## config.mk

```make
export PLATFORM = sky130hd
export DESIGN_NAME = seg7_scan_display
export DESIGN_NICKNAME = d
export VERILOG_FILES = /design/src/rtl/seg7_pkg.sv /design/src/rtl/seg7_font_rom.sv /design/src/rtl/seg7_scan_display.sv
export SDC_FILE = /design/constraint.sdc
export NUM_CORES = 1
export LEC_CHECK = 0
export BUFFER_PORTS_ARGS = -buffer_cell sky130_fd_sc_hd__buf_2
export CAP_MARGIN = 10
export CELL_PAD_IN_SITES_DETAIL_PLACEMENT = 0
export CELL_PAD_IN_SITES_GLOBAL_PLACEMENT = 1
export CORE_MARGIN = 2
export CORE_UTILIZATION = 39
export DETAILED_ROUTE_END_ITERATION = 12
export HOLD_SLACK_MARGIN = 0.03
export MAX_ROUTING_LAYER = met4
export PLACE_DENSITY_LB_ADDON = 0.1
export SKIP_LAST_GASP = 1
export SYNTH_ARGS = -nofsm -noshare
export SYNTH_HDL_FRONTEND = slang
export SYNTH_SLANG_ARGS = --single-unit
```

## constraint.sdc

```tcl
create_clock -name clk -period 2.21 [get_ports clk]
set_input_delay 0.442 -clock clk [delete_from_list [all_inputs] [get_ports clk]]
set_output_delay 0.442 -clock clk [all_outputs]
set_load 0.02 [all_outputs]
```

## src/rtl/seg7_pkg.sv

```systemverilog
// Shared types and the active-high glyph table for the 7-segment scan driver.
// Segment order is {g,f,e,d,c,b,a}.
package seg7_pkg;

    typedef logic [6:0] seg7_glyph_t;

    localparam seg7_glyph_t SEG7_OFF = 7'h00;

    localparam seg7_glyph_t SEG7_FONT [16] = '{
        7'h3F, 7'h06, 7'h5B, 7'h4F, 7'h66, 7'h6D, 7'h7D, 7'h07,
        7'h7F, 7'h6F, 7'h77, 7'h7C, 7'h39, 7'h5E, 7'h79, 7'h71
    };

endpackage

```

## src/rtl/seg7_font_rom.sv

```systemverilog
// Combinational nibble to active-high glyph lookup (0-9, A, b, C, d, E, F).
// Pin polarity is applied by the caller.
module seg7_font_rom
    import seg7_pkg::*;
(
    input  logic [3:0]  nibble,
    output seg7_glyph_t glyph
);

    assign glyph = SEG7_FONT[nibble];

endmodule

```

## src/rtl/seg7_scan_display.sv

```systemverilog
// Time-multiplexed N-digit 7-segment driver with prescaler, ghost gap, frame snapshot,
// blanking and leading-zero suppression. Optional per-digit blink when BLINK_EN is defined.
module seg7_scan_display
    import seg7_pkg::*;
#(
    parameter int NUM_DIGITS  = 4,
    parameter int REFRESH_DIV = 100000,
    parameter int GHOST_GAP   = 16,
    parameter bit ACTIVE_LOW  = 1'b1
`ifdef BLINK_EN
    ,
    parameter int BLINK_FRAMES = 32
`endif
) (
    input  logic                    clk,
    input  logic                    rst,
    input  logic [4*NUM_DIGITS-1:0] digits,
    input  logic [NUM_DIGITS-1:0]   dp_in,
    input  logic [NUM_DIGITS-1:0]   blank,
    input  logic                    lz_blank_en,
`ifdef BLINK_EN
    input  logic [NUM_DIGITS-1:0]   blink,
`endif
    output logic [NUM_DIGITS-1:0]   an,
    output logic [6:0]              seg,
    output logic                    dp,
    output logic                    frame_start
);

    localparam int CNT_W = (REFRESH_DIV > 1) ? $clog2(REFRESH_DIV) : 1;
    localparam int IDX_W = (NUM_DIGITS > 1) ? $clog2(NUM_DIGITS) : 1;
    localparam logic [CNT_W-1:0] CNT_LAST = CNT_W'(REFRESH_DIV - 1);
    localparam logic [CNT_W-1:0] CNT_GAP  = CNT_W'(GHOST_GAP);
    localparam logic [IDX_W-1:0] IDX_LAST = IDX_W'(NUM_DIGITS - 1);
    // XOR masks that turn active-high internal values into pin levels
    localparam logic [NUM_DIGITS-1:0] AN_OFF_PIN  = {NUM_DIGITS{ACTIVE_LOW}};
    localparam logic [6:0]            SEG_OFF_PIN = {7{ACTIVE_LOW}};
    localparam logic                  DP_OFF_PIN  = ACTIVE_LOW;

    logic [CNT_W-1:0]        cnt_q, cnt_d;
    logic [IDX_W-1:0]        idx_q, idx_d;
    logic [4*NUM_DIGITS-1:0] snap_digits_q, snap_digits_d;
    logic [NUM_DIGITS-1:0]   snap_dp_q, snap_dp_d;
    logic [NUM_DIGITS-1:0]   snap_blank_q, snap_blank_d;
    logic                    snap_lz_q, snap_lz_d;
    logic [NUM_DIGITS-1:0]   an_q, an_d;
    logic [6:0]              seg_q, seg_d;
    logic                    dp_q, dp_d;
    logic                    frame_start_q, frame_start_d;

    logic                    boundary;
    logic                    slot_end;
    logic                    in_gap;
    logic                    digit_dark;
    logic                    lz_run;
    logic [NUM_DIGITS-1:0]   lz_dark;
    logic [NUM_DIGITS-1:0]   blink_dark;
    logic [NUM_DIGITS-1:0]   an_hi;
    logic [6:0]              seg_hi;
    logic                    dp_hi;
    logic [3:0]              cur_nib;
    seg7_glyph_t             cur_glyph;

    assign boundary = (cnt_q == '0) && (idx_q == '0);
    assign slot_end = (cnt_q == CNT_LAST);
    assign cur_nib  = snap_digits_q[4*int'(idx_q) +: 4];

    seg7_font_rom u_font (
        .nibble (cur_nib),
        .glyph  (cur_glyph)
    );

    always_comb begin
        cnt_d = slot_end ? '0 : cnt_q + 1'b1;
        idx_d = idx_q;
        if (slot_end) begin
            idx_d = (idx_q == IDX_LAST) ? '0 : idx_q + 1'b1;
        end
        snap_digits_d = boundary ? digits      : snap_digits_q;
        snap_dp_d     = boundary ? dp_in       : snap_dp_q;
        snap_blank_d  = boundary ? blank       : snap_blank_q;
        snap_lz_d     = boundary ? lz_blank_en : snap_lz_q;
        frame_start_d = boundary;
    end

    // Walk down from the leftmost digit; a nonzero digit or a dp request ends the run.
    always_comb begin
        lz_dark = '0;
        lz_run  = snap_lz_q;
        for (int i = NUM_DIGITS - 1; i >= 1; i--) begin
            if (lz_run && (snap_digits_q[4*i +: 4] == 4'h0) && !snap_dp_q[i]) begin
                lz_dark[i] = 1'b1;
            end else begin
                lz_run = 1'b0;
            end
        end
    end

`ifdef BLINK_EN
    localparam int BF_W = (BLINK_FRAMES > 1) ? $clog2(BLINK_FRAMES) : 1;
    localparam logic [BF_W-1:0] BF_LAST = BF_W'(BLINK_FRAMES - 1);

    logic [NUM_DIGITS-1:0] snap_blink_q, snap_blink_d;
    logic [BF_W-1:0]       frame_cnt_q, frame_cnt_d;
    logic                  phase_q, phase_d;

    // Phase advances on the last cycle of a frame so a whole frame sees one phase.
    always_comb begin
        snap_blink_d = boundary ? blink : snap_blink_q;
        frame_cnt_d  = frame_cnt_q;
        phase_d      = phase_q;
        if (slot_end && (idx_q == IDX_LAST)) begin
            if (frame_cnt_q == BF_LAST) begin
                frame_cnt_d = '0;
                phase_d     = ~phase_q;
            end else begin
                frame_cnt_d = frame_cnt_q + 1'b1;
            end
        end
        blink_dark = phase_q ? snap_blink_q : '0;
    end

    always_ff @(posedge clk) begin
        if (rst) begin
            snap_blink_q <= '0;
            frame_cnt_q  <= '0;
            phase_q      <= 1'b0;
        end else begin
            snap_blink_q <= snap_blink_d;
            frame_cnt_q  <= frame_cnt_d;
            phase_q      <= phase_d;
        end
    end
`else
    assign blink_dark = '0;
`endif

    always_comb begin
        in_gap     = (cnt_q < CNT_GAP);
        digit_dark = snap_blank_q[idx_q] | lz_dark[idx_q] | blink_dark[idx_q];
        an_hi      = '0;
        if (!in_gap) begin
            an_hi[idx_q] = 1'b1;
        end
        seg_hi = (in_gap || digit_dark) ? SEG7_OFF : cur_glyph;
        dp_hi  = !in_gap && !digit_dark && snap_dp_q[idx_q];
        an_d   = an_hi ^ AN_OFF_PIN;
        seg_d  = seg_hi ^ SEG_OFF_PIN;
        dp_d   = dp_hi ^ DP_OFF_PIN;
    end

    always_ff @(posedge clk) begin
        if (rst) begin
            cnt_q         <= '0;
            idx_q         <= '0;
            snap_digits_q <= '0;
            snap_dp_q     <= '0;
            snap_blank_q  <= '0;
            snap_lz_q     <= 1'b0;
            an_q          <= AN_OFF_PIN;
            seg_q         <= SEG_OFF_PIN;
            dp_q          <= DP_OFF_PIN;
            frame_start_q <= 1'b0;
        end else begin
            cnt_q         <= cnt_d;
            idx_q         <= idx_d;
            snap_digits_q <= snap_digits_d;
            snap_dp_q     <= snap_dp_d;
            snap_blank_q  <= snap_blank_d;
            snap_lz_q     <= snap_lz_d;
            an_q          <= an_d;
            seg_q         <= seg_d;
            dp_q          <= dp_d;
            frame_start_q <= frame_start_d;
        end
    end

    assign an          = an_q;
    assign seg         = seg_q;
    assign dp          = dp_q;
    assign frame_start = frame_start_q;

endmodule

```

==> results.toml, run 1 <==
[synthesis]
ys.flop_type = "dfxtp_1"
syn_area_mm2 = 0.00260
synth_seq_cells = 57
synth_edf_count = 0
synth_cell_types = 36
yosysSeqAreaShare_pct = 43.9
yosysTopAreaCellShare_pct = 43.9
synth_nets = 298
synth_warnings = 0
avgSynthCellArea_um2 = 9.99
yosys.area.top_type = "dfxtp_1"
synthArstFlopShare_pct = 0
syn_inst = 260
ys_top_cells_by_area = "dfxtp_1, mux2i_1, nor2_1"

[power]
peakVddDrop_v = 0.000449
power_density_mw_per_mm2 = 805
p_total_w = 0.00251
leakagePower_nw = 1.26

[sta]
maxSlewHeadroom_pct = 71.7
tns_ns = 0
max_freq_mhz = 485
post-route-min-period_ns = 2.06
drv_slew = 0
rsz0062_at_grt = "no"
hold_violations = 0
fin_crit_sh_pct = 93.4
worst_slew_pin_slew_ns = 0.423
setup_viol = 0
fin_worst_skew_ns = 0.00649

[layout]
layout_common_cells = "dfxtp_1, nor2_1, buf_2, mux2i_1, nand3_1"
diodes = 0
fin_util_pct = 48.7
fin_nets = 344
mostFrequentLayoutCell = "dfxtp_1"
drive_above_1_share_pct = 24.8
synthToLayoutAreaGrowth_pct = 19.8

[clock_network]
clkSinkCount = 57
clockBufferDepth = 2
cts-root-buf = "clkbuf_8"
cts_setup_buffers = 0
cts.clk_slew.worst_paths_ns = 0.07
ctsHoldBuffers = 0
clk_latency_ns = 0.33
cts_made_buffers = 9
htree_levels = 3
cts_tree = "built"

[global_route]
antenna_found_initial = 0
overflow = 0
grt_busiest_layer = "met1"
grt_max_degree = 31
grtUsageTotal_pct = 17.0
grt_pass1_wl_um = 9320
met1_usage_pct = 26.4
use_met2_pct = 20.2
grt_pass1_vias = 1842
grt_use_met3_pct = 3.56

[hold_path]
min_from = "digits[12]"
hold_path.class = "input port to register"
whs_endpoint = "snap_digits_q[12]$_SDFFE_PP0P_"
worstHoldPathCells = 3

[routing]
vias = 1910
routed_via_density = 4.92
first_iter_violations = 105
post_drt_wl_per_cell_um = 13.9
drc = 0
first_pass_iters = 6
drtAntennaViolNets = 0
wl_um = 5410

[run_status]
status = "finished, final reports clean"

[die]
rows = 29
die_area_mm2 = 0.00733
ios = 40
fp.coreArea_mm2 = 0.00639
start_util_pct = 40.7
die_w_um = 85.6
die_height_um = 85.6

[setup_path]
r2r_end = "seg[3]$_SDFF_PP1_"
path_class = "register to register"
ff2ff_setup_slack_ns = 0.15
r2r_cells = 6
crit_required_ns = 2.42
worst-path-max-fanout = 6
worstPathArrival_ns = 2.27
start_kind = "register"
end_kind = "register"
r2r_start = "idx_q[0]$_SDFFE_PP0P_"

[place]
place.detailed.hpwl_um = 3900
gp_congestion = 0.829
port_buffers = 39

[flow_run]
cap_violations = 0
-- synthesized netlist by cell type, types with 2 or more instances --
library cell   n
a21oi_1        2
and3_1         2
buf_12         2
buf_2          3
clkbuf_1       5
dfxtp_1       57
ha_1          11
inv_1         10
mux2i_1       30
mux4_2         7
nand2_1       12
nand2b_1       3
nand3_1       16
nand4_1        4
nor2_1        53
nor2b_1        2
nor3_1         4
nor4_1         2
nor4_2         3
o211ai_1       3
xnor2_1        9
xor2_1         6
-- state kept, by name, indices dropped and copies added, names as in the netlist --
register,cells
snap_dp_q,4
snap_digits_q,16
frame_start,1
idx_q,2
snap_lz_q,1
an,4
cnt_q,17
seg,7
snap_blank_q,4
dp,1
-- how the worst max path moves through the flow --
stage	startpoint	to	slack (ns)	cells after the start
floorplan	idx_q[0]$_SDFFE_PP0P_	seg[3]$_SDFF_PP1_	0.10	7
global placement	idx_q[0]$_SDFFE_PP0P_	seg[3]$_SDFF_PP1_	0.19	6
global route	idx_q[0]$_SDFFE_PP0P_	seg[3]$_SDFF_PP1_	0.04	6
finish	idx_q[0]$_SDFFE_PP0P_	seg[3]$_SDFF_PP1_	0.15	6
CTS	idx_q[0]$_SDFFE_PP0P_	seg[3]$_SDFF_PP1_	0.12	6
detailed placement	idx_q[0]$_SDFFE_PP0P_	seg[4]$_SDFF_PP1_	0.15	4
-- worst max-delay path, stage by stage (launching register included) --
cell and delay, ns:
dfxtp_1 0.43, mux4_2 0.61, inv_1 0.14, ha_1 0.14, inv_1 0.05, mux4_2 0.44, nand2b_1 0.14
-- cell families (layout without fill, tap and decap cells) --
group | count (synthesis) | in the layout | share of synthesized area, %
AO/OA/AOI/OAI | 9 | 9 | 2.75
XOR/XNOR | 15 | 15 | 5.06
adder cells (fa/ha/maj) | 11 | 11 | 5.30
buffers and inverters | 22 | 73 | 5.01
flip-flops | 57 | 57 | 43.9
multiplexers | 37 | 37 | 17.6
AND/OR/NAND/NOR | 109 | 109 | 20.3
-- metrics by stage --
| step | hold WS [ns] | cells | area (um2) | setup slack, ns |
|---|---|---|---|---|
| 2_1_floorplan | 0.452 | 260 | 2600 | 0.102 |
| 3_3_place_gp | 0.477 | 372 | 2880 | 0.186 |
| 3_5_place_dp | 0.483 | 372 | 2880 | 0.147 |
| 4_1_cts | 0.329 | 388 | 3110 | 0.122 |
| 5_1_grt | 0.339 | 388 | 3110 | 0.0380 |
| 6_report | 0.344 | 388 | 3110 | 0.146 |
-- layer usage --
metal	vias up	wire (um)
met4	0	61
met5	-	0
met1	872	3010
li1	983	-
met3	6	227
met2	49	2120
-- final cells by class --
type,count,area (um2)
tap,77,96.3
multi-input combinational,181,1340
timing repair buffer,47,268
fill,634,3270
sequential,57,1140
clock inverter,5,77.6
clock buffer,11,151
inverter,10,37.5
-- report_power, final --
group	internal, W	total [W]	switching [W]
logic	0.000140	0.000278	0.000138
registers	0.00108	0.00112	0.0000434
clock network	0.000692	0.00111	0.000416
total	0.00191	0.00251	0.000597
-- repair_timing --
item | in CTS | in global routing
setup endpoints to repair | 0 | 2
gates resized for setup | 0 | 1
hold endpoints to repair | 0 | 0
Power figures use the tool's default switching activity.
==> inputs of run 2 (changes only) <==
--- a/config.mk
+++ b/config.mk
@@ -9,9 +9,10 @@
 export CAP_MARGIN = 10
 export CELL_PAD_IN_SITES_DETAIL_PLACEMENT = 0
 export CELL_PAD_IN_SITES_GLOBAL_PLACEMENT = 1
-export CORE_MARGIN = 2
+export CORE_MARGIN = 4
 export CORE_UTILIZATION = 39
 export DETAILED_ROUTE_END_ITERATION = 12
+export GPL_TIMING_DRIVEN = 0
 export HOLD_SLACK_MARGIN = 0.03
 export MAX_ROUTING_LAYER = met4
 export PLACE_DENSITY_LB_ADDON = 0.1
==> run 2 against run 1 <==
  * Via count up 0.37%
  * Sequential power about the same
  * Clock skew rose by 0.0031 ns
  * Routed wire length down 1.4%
  * Final area up 0.84%
  * Fmax is 1.8% lower
  * Power is 0.60% higher
  * Critical path type unchanged
  * Largest cell class unchanged
==> results.toml, run 2 (synthesis gave the netlist of run 1 again) <==
[setup_path]
ff2ff_setup_slack_ns = 0.11
r2r_cells = 5
crit_required_ns = 2.43
r2r_start = "idx_q[0]$_SDFFE_PP0P_"
cp_cell_sequence = "buf_8, mux4_2, ha_1, mux4_2, nand2b_1"
cpMaxStageDelayCell = "mux4_2"
cp_common_cell = "mux4_2"
path_class = "register to register"
worstPathArrival_ns = 2.32
worst-path-max-fanout = 10
crit_path_max_incr_delay_ns = 0.57
start_kind = "register"
cp.buffers_inverters = 1
r2r_end = "seg[3]$_SDFF_PP1_"
critPathTopFamily = "multiplexers"
end_kind = "register"

[die]
rows = 29
start_util_pct = 40.4
fp.coreArea_mm2 = 0.00642
ios = 40
die_area_mm2 = 0.00803
die_w_um = 89.6
die_height_um = 89.6

[layout]
diodes = 0
mostFrequentLayoutCell = "dfxtp_1"
top_register = "cnt_q"
synthToLayoutAreaGrowth_pct = 20.9
drive_above_1_share_pct = 25.4
layout_common_cells = "dfxtp_1, nor2_1, buf_2, mux2i_1, nand3_1"
largest_reg_flops = 17
fin_nets = 348
fin_cells = 392

[power]
peakVddDrop_v = 0.000405
switching_share_pct = 23.8
clkPwrFrac_pct = 44.1
power_switching_w = 0.000601
leakagePower_nw = 1.27
p_comb_share_pct = 11.7
seqPwrFrac_pct = 44.2
p_total_w = 0.00252
power_density_mw_per_mm2 = 804
intPower_w = 0.00192

[global_route]
grtUsageTotal_pct = 15.4
grt_pass1_vias = 1821
grt_max_degree = 11
antenna_found_initial = 0
overflow = 0
grt_pass1_wl_um = 8920

[sta]
max_freq_mhz = 476
maxSlewHeadroom_pct = 67.7
drv_slew = 0
tns_ns = 0
worst_slew_pin_slew_ns = 0.485
hold_violations = 0
rsz0062_at_grt = "no"
post-route-min-period_ns = 2.10
setup_viol = 0
fin_crit_sh_pct = 95.1
fin_worst_skew_ns = 0.00960

[clock_network]
clkSinkCount = 57
cts_tree = "built"
htree_levels = 3
cts_made_buffers = 9
ctsHoldBuffers = 0
cts-root-buf = "clkbuf_8"
clk_latency_ns = 0.34
clockBufferDepth = 2
cts.clk_slew.worst_paths_ns = 0.07

[routing]
drc = 0
drtAntennaViolNets = 0
wl_um = 5330
first_iter_violations = 43
first_pass_iters = 4
routed_via_density = 4.89
vias = 1917
post_drt_wl_per_cell_um = 13.6

[hold_path]
hold_path.class = "input port to register"
whs_endpoint = "snap_dp_q[3]$_SDFFE_PP0P_"
min_from = "dp_in[3]"
worstHoldPathCells = 3

[place]
dp.cells = 376
gp_congestion = 0.757
port_buffers = 39
place.detailed.hpwl_um = 3960

[flow_run]
cap_violations = 0

[run_status]
status = "finished, final reports clean"
[run 2: how the worst max path moves through the flow]
stage	startpoint	endpoint	slack [ns]	cells after the start
5_1_grt	cnt_q[0]$_SDFF_PP0_	cnt_q[14]$_SDFF_PP0_	0.01	7
4_1_cts	idx_q[0]$_SDFFE_PP0P_	seg[3]$_SDFF_PP1_	0.02	7
3_5_place_dp	idx_q[0]$_SDFFE_PP0P_	seg[3]$_SDFF_PP1_	-0.08	7
3_3_place_gp	idx_q[0]$_SDFFE_PP0P_	seg[3]$_SDFF_PP1_	-0.06	7
6_report	idx_q[0]$_SDFFE_PP0P_	seg[3]$_SDFF_PP1_	0.11	5
2_1_floorplan	idx_q[0]$_SDFFE_PP0P_	seg[3]$_SDFF_PP1_	0.10	7
[run 2: routing by layer]
metal	wire (um)	global-route usage, %	up-vias
li1	-	-	992
met3	278	4.20	14
met2	2240	20.7	41
met5	0	-	-
met1	2690	21.0	870
met4	125	7.85	0
[run 2: area by class of cell]
type,count,area [um2]
Multi-Input combinational cell,181,1330
Clock inverter,5,77.6
Buffer,11,96.3
Timing Repair Buffer,40,203
Clock buffer,11,151
Inverter,10,37.5
Sequential cell,57,1140
Tap cell,77,96.3
Fill cell,625,3280
[run 2: what timing repair did]
| action | CTS | global route |
|---|---|---|
| setup buffers | 0 | 1 |
| endpoints found under the hold margin | 0 | 0 |
| setup endpoints to repair | 1 | 12 |
| gates resized for setup | 2 | 5 |
[run 2: worst reg2reg max path, cell delays in order, from the launching register on]
cell	delay, ns
dfxtp_4	0.38
buf_8	0.14
mux4_2	0.57
ha_1	0.29
mux4_2	0.45
nand2b_1	0.15
[run 2: power by group through the flow]
stage          clock, W  sequential (W)  combinational, W
3_3_place_gp          0         0.00114          0.000293
3_5_place_dp          0         0.00114          0.000294
4_1_cts         0.00114         0.00112          0.000296
6_report        0.00111         0.00112          0.000295
2_1_floorplan         0         0.00113          0.000230
5_1_grt         0.00119         0.00112          0.000331
[run 2: per-stage QoR]
step                      area (um2)  hold WS, ns  utilization (%)  setup slack (ns)
after CTS                       3120        0.318             48.6            0.0210
final                           3140        0.330             48.9             0.108
after detailed placement        2890        0.476             45.0           -0.0754
after global routing            3140        0.333             48.9            0.0149
after global placement          2890        0.465             45.0           -0.0604
after floorplan                 2600        0.452                -             0.102
==> inputs of run 3 (changes only) <==
--- a/config.mk
+++ b/config.mk
@@ -5,12 +5,13 @@
 export SDC_FILE = /design/constraint.sdc
 export NUM_CORES = 1
 export LEC_CHECK = 0
+export ABC_AREA = 1
 export BUFFER_PORTS_ARGS = -buffer_cell sky130_fd_sc_hd__buf_2
 export CAP_MARGIN = 10
 export CELL_PAD_IN_SITES_DETAIL_PLACEMENT = 0
 export CELL_PAD_IN_SITES_GLOBAL_PLACEMENT = 1
 export CORE_MARGIN = 4
-export CORE_UTILIZATION = 39
+export CORE_UTILIZATION = 37
 export DETAILED_ROUTE_END_ITERATION = 12
 export GPL_TIMING_DRIVEN = 0
 export HOLD_SLACK_MARGIN = 0.03
@@ -20,3 +21,4 @@
 export SYNTH_ARGS = -nofsm -noshare
 export SYNTH_HDL_FRONTEND = slang
 export SYNTH_SLANG_ARGS = --single-unit
+export TNS_END_PERCENT = 1
==> run 3 against run 2 <==
  * Routed wire length rose by 43%
  * Clock-buffer cell count increased by 3
  * Sequential power about the same
  * Combinational power up 37%
  * Critical path depth up 4
==> results.toml, run 3 <==
[run_status]
status = "finished, final reports clean"

[place]
port_buffers = 39
place.detailed.hpwl_um = 5850
gp_congestion = 0.820
placed_area_mm2 = 0.00345
dp.cells = 585

[sta]
fin_crit_sh_pct = 82.9
worst_slew_pin_slew_ns = 0.485
hold_violations = 0
max_freq_mhz = 546
setup_viol = 0
rsz0062_at_grt = "no"
post-route-min-period_ns = 1.83
maxSlewHeadroom_pct = 67.7
drv_slew = 0
fin_worst_skew_ns = 0.00667
tns_ns = 0

[routing]
post_drt_wl_per_cell_um = 12.7
drtAntennaViolNets = 0
first_pass_iters = 4
wl_um = 7620
routed_via_density = 4.69
drc = 0
vias = 2820
first_iter_violations = 142

[setup_path]
cpMaxStageDelayCell = "dfxtp_1"
crit_path_max_incr_delay_ns = 0.40
start_kind = "register"
crit_required_ns = 2.42
worstPathArrival_ns = 2.04
worst-path-max-fanout = 10
end_kind = "register"
path_class = "register to register"
cp_cell_sequence = "buf_2, nand3_1, nand2_1, inv_1, ha_1, nand3_1, nand3_1, nand2_1, nand2_1"

[die]
die_area_mm2 = 0.00996
ios = 40
rows = 33
fp.coreArea_mm2 = 0.00822
die_w_um = 99.8
start_util_pct = 38.0
die_height_um = 99.8

[power]
seqPwrFrac_pct = 46.0
switching_share_pct = 27.7
p_comb_share_pct = 16.4
power_density_mw_per_mm2 = 679
intPower_w = 0.00179
clkPwrFrac_pct = 37.6
power_switching_w = 0.000685
leakagePower_nw = 1.59
peakVddDrop_v = 0.000295

[synthesis]
synth_xor_area_share_pct = 1.12
synth_cell_types = 32
synth_top_family_by_area = "simple AND/OR/NAND/NOR gates"
ys_top_cells_by_area = "dfxtp_1, nand2_1, nor2_1"
yosysMostFrequentCell = "nand2_1"
avgSynthCellArea_um2 = 7.07
synthArstFlopShare_pct = 0
syn_area_mm2 = 0.00312
yosys.area_share.adder_pct = 4.41
synth_nets = 479
synth_edf_count = 0
synth-compound-area-share_pct = 8.66
yosys.area.top_type = "dfxtp_1"
synth_warnings = 0
synth_seq_cells = 57
yosysSeqAreaShare_pct = 36.6
synth.area.mux_share_pct = 0
yosysTopAreaCellShare_pct = 36.6
synthTopCellsByCount = "nand2_1, dfxtp_1, nor2_1, nand3_1, a21oi_1"
synth-simple-area-share_pct = 40.4
syn_inst = 441
ys.flop_type = "dfxtp_1"

[layout]
synthToLayoutAreaGrowth_pct = 16.6
fin_nets = 529
mostFrequentLayoutCell = "nand2_1"
largest_reg_flops = 17
nFillCells = 882
layout_common_cells = "nand2_1, dfxtp_1, nor2_1, buf_2, nand3_1"
drive_above_1_share_pct = 20.6
top_register = "cnt_q"
fin_cells = 601
finalInstanceArea_mm2 = 0.00364
diodes = 0

[clock_network]
cts-root-buf = "clkbuf_8"
clkSinkCount = 57
cts_made_buffers = 9
cts_setup_buffers = 0
ctsHoldBuffers = 0
clockBufferDepth = 2
cts.clk_slew.worst_paths_ns = 0.06
cts_resized = 0
clk_latency_ns = 0.33
cts_tree = "built"
htree_levels = 3

[global_route]
grt_use_met3_pct = 3.27
grtUsageTotal_pct = 16.7
grt_pass1_wl_um = 12800
grt_max_degree = 12
overflow = 0
met1_usage_pct = 20.9
grt_pass1_vias = 2765
grt_busiest_layer = "met2"
use_met2_pct = 26.6
antenna_found_initial = 0

[hold_path]
hold_path.class = "input port to register"

[flow_run]
cap_violations = 0
run 3: area by class of cell:
type                            instances  area (um2)  area share, %
Inverter                               37         139           3.82
Clock buffer                           14         183           5.02
Sequential cell                        57        1140           31.4
Multi-Input combinational cell        330        1700           46.8
Tap cell                              105         131           3.61
Timing Repair Buffer                   39         195           5.36
Clock inverter                          2        10.0          0.275
Buffer                                 17         138           3.78
run 3: worst max-delay path: cells and delay by family, from the launching register on:
kind | cells | cell delay (ns)
buffers and inverters | 2 | 0.39
AND/OR/NAND/NOR | 6 | 0.68
adder cells (fa/ha/maj) | 1 | 0.25
flip-flops | 1 | 0.40
run 3: layer usage:
| metal | part of all wire (%) | vias to the layer above | wire [um] |
|---|---|---|---|
| li1 | - | 1527 | - |
| met1 | 51 | 1242 | 3870 |
| met2 | 45 | 45 | 3410 |
| met3 | 3.3 | 6 | 253 |
| met4 | 1.1 | 0 | 83 |
| met5 | 0 | - | 0 |
run 3: metrics by stage:
step	setup WS [ns]	util [%]	hold WS [ns]	power, W
2_1_floorplan	0.721	-	0.439	0.00146
5_1_grt	0.194	44.3	0.294	0.00262
3_5_place_dp	0.396	41.9	0.473	0.00157
3_3_place_gp	0.422	41.9	0.458	0.00156
4_1_cts	0.385	44.3	0.287	0.00251
6_report	0.379	44.3	0.313	0.00247
run 3: cells by family after synthesis:
group | Yosys count
adders and majority gates | 11
DFF | 57
and+or+nand+nor | 265
xor gates and xnor gates | 4
buffers and inverters | 54
AOI/OAI and AO/OA | 50
run 3: worst paths after layout:
| kind | cells past startpoint | slack, ns | start | endpoint |
|---|---|---|---|---|
| min reg2reg | 2 | 0.48 | snap_dp_q[3]$_SDFFE_PP0P_ | snap_dp_q[3]$_SDFFE_PP0P_ |
| max | 9 | 0.38 | idx_q[1]$_SDFFE_PP0P_ | seg[3]$_SDFF_PP1_ |
| max reg2reg | 9 | 0.38 | idx_q[1]$_SDFFE_PP0P_ | seg[3]$_SDFF_PP1_ |
| min | 2 | 0.31 | rst | frame_start$_SDFF_PP0_ |
run 3: power groups by stage:
stage	Combinational, W	Sequential [W]	Clock (W)
floorplan	0.000309	0.00115	0
global placement	0.000403	0.00116	0
detailed placement	0.000410	0.00116	0
CTS	0.000411	0.00114	0.000964
global route	0.000470	0.00115	0.00100
finish	0.000404	0.00114	0.000930
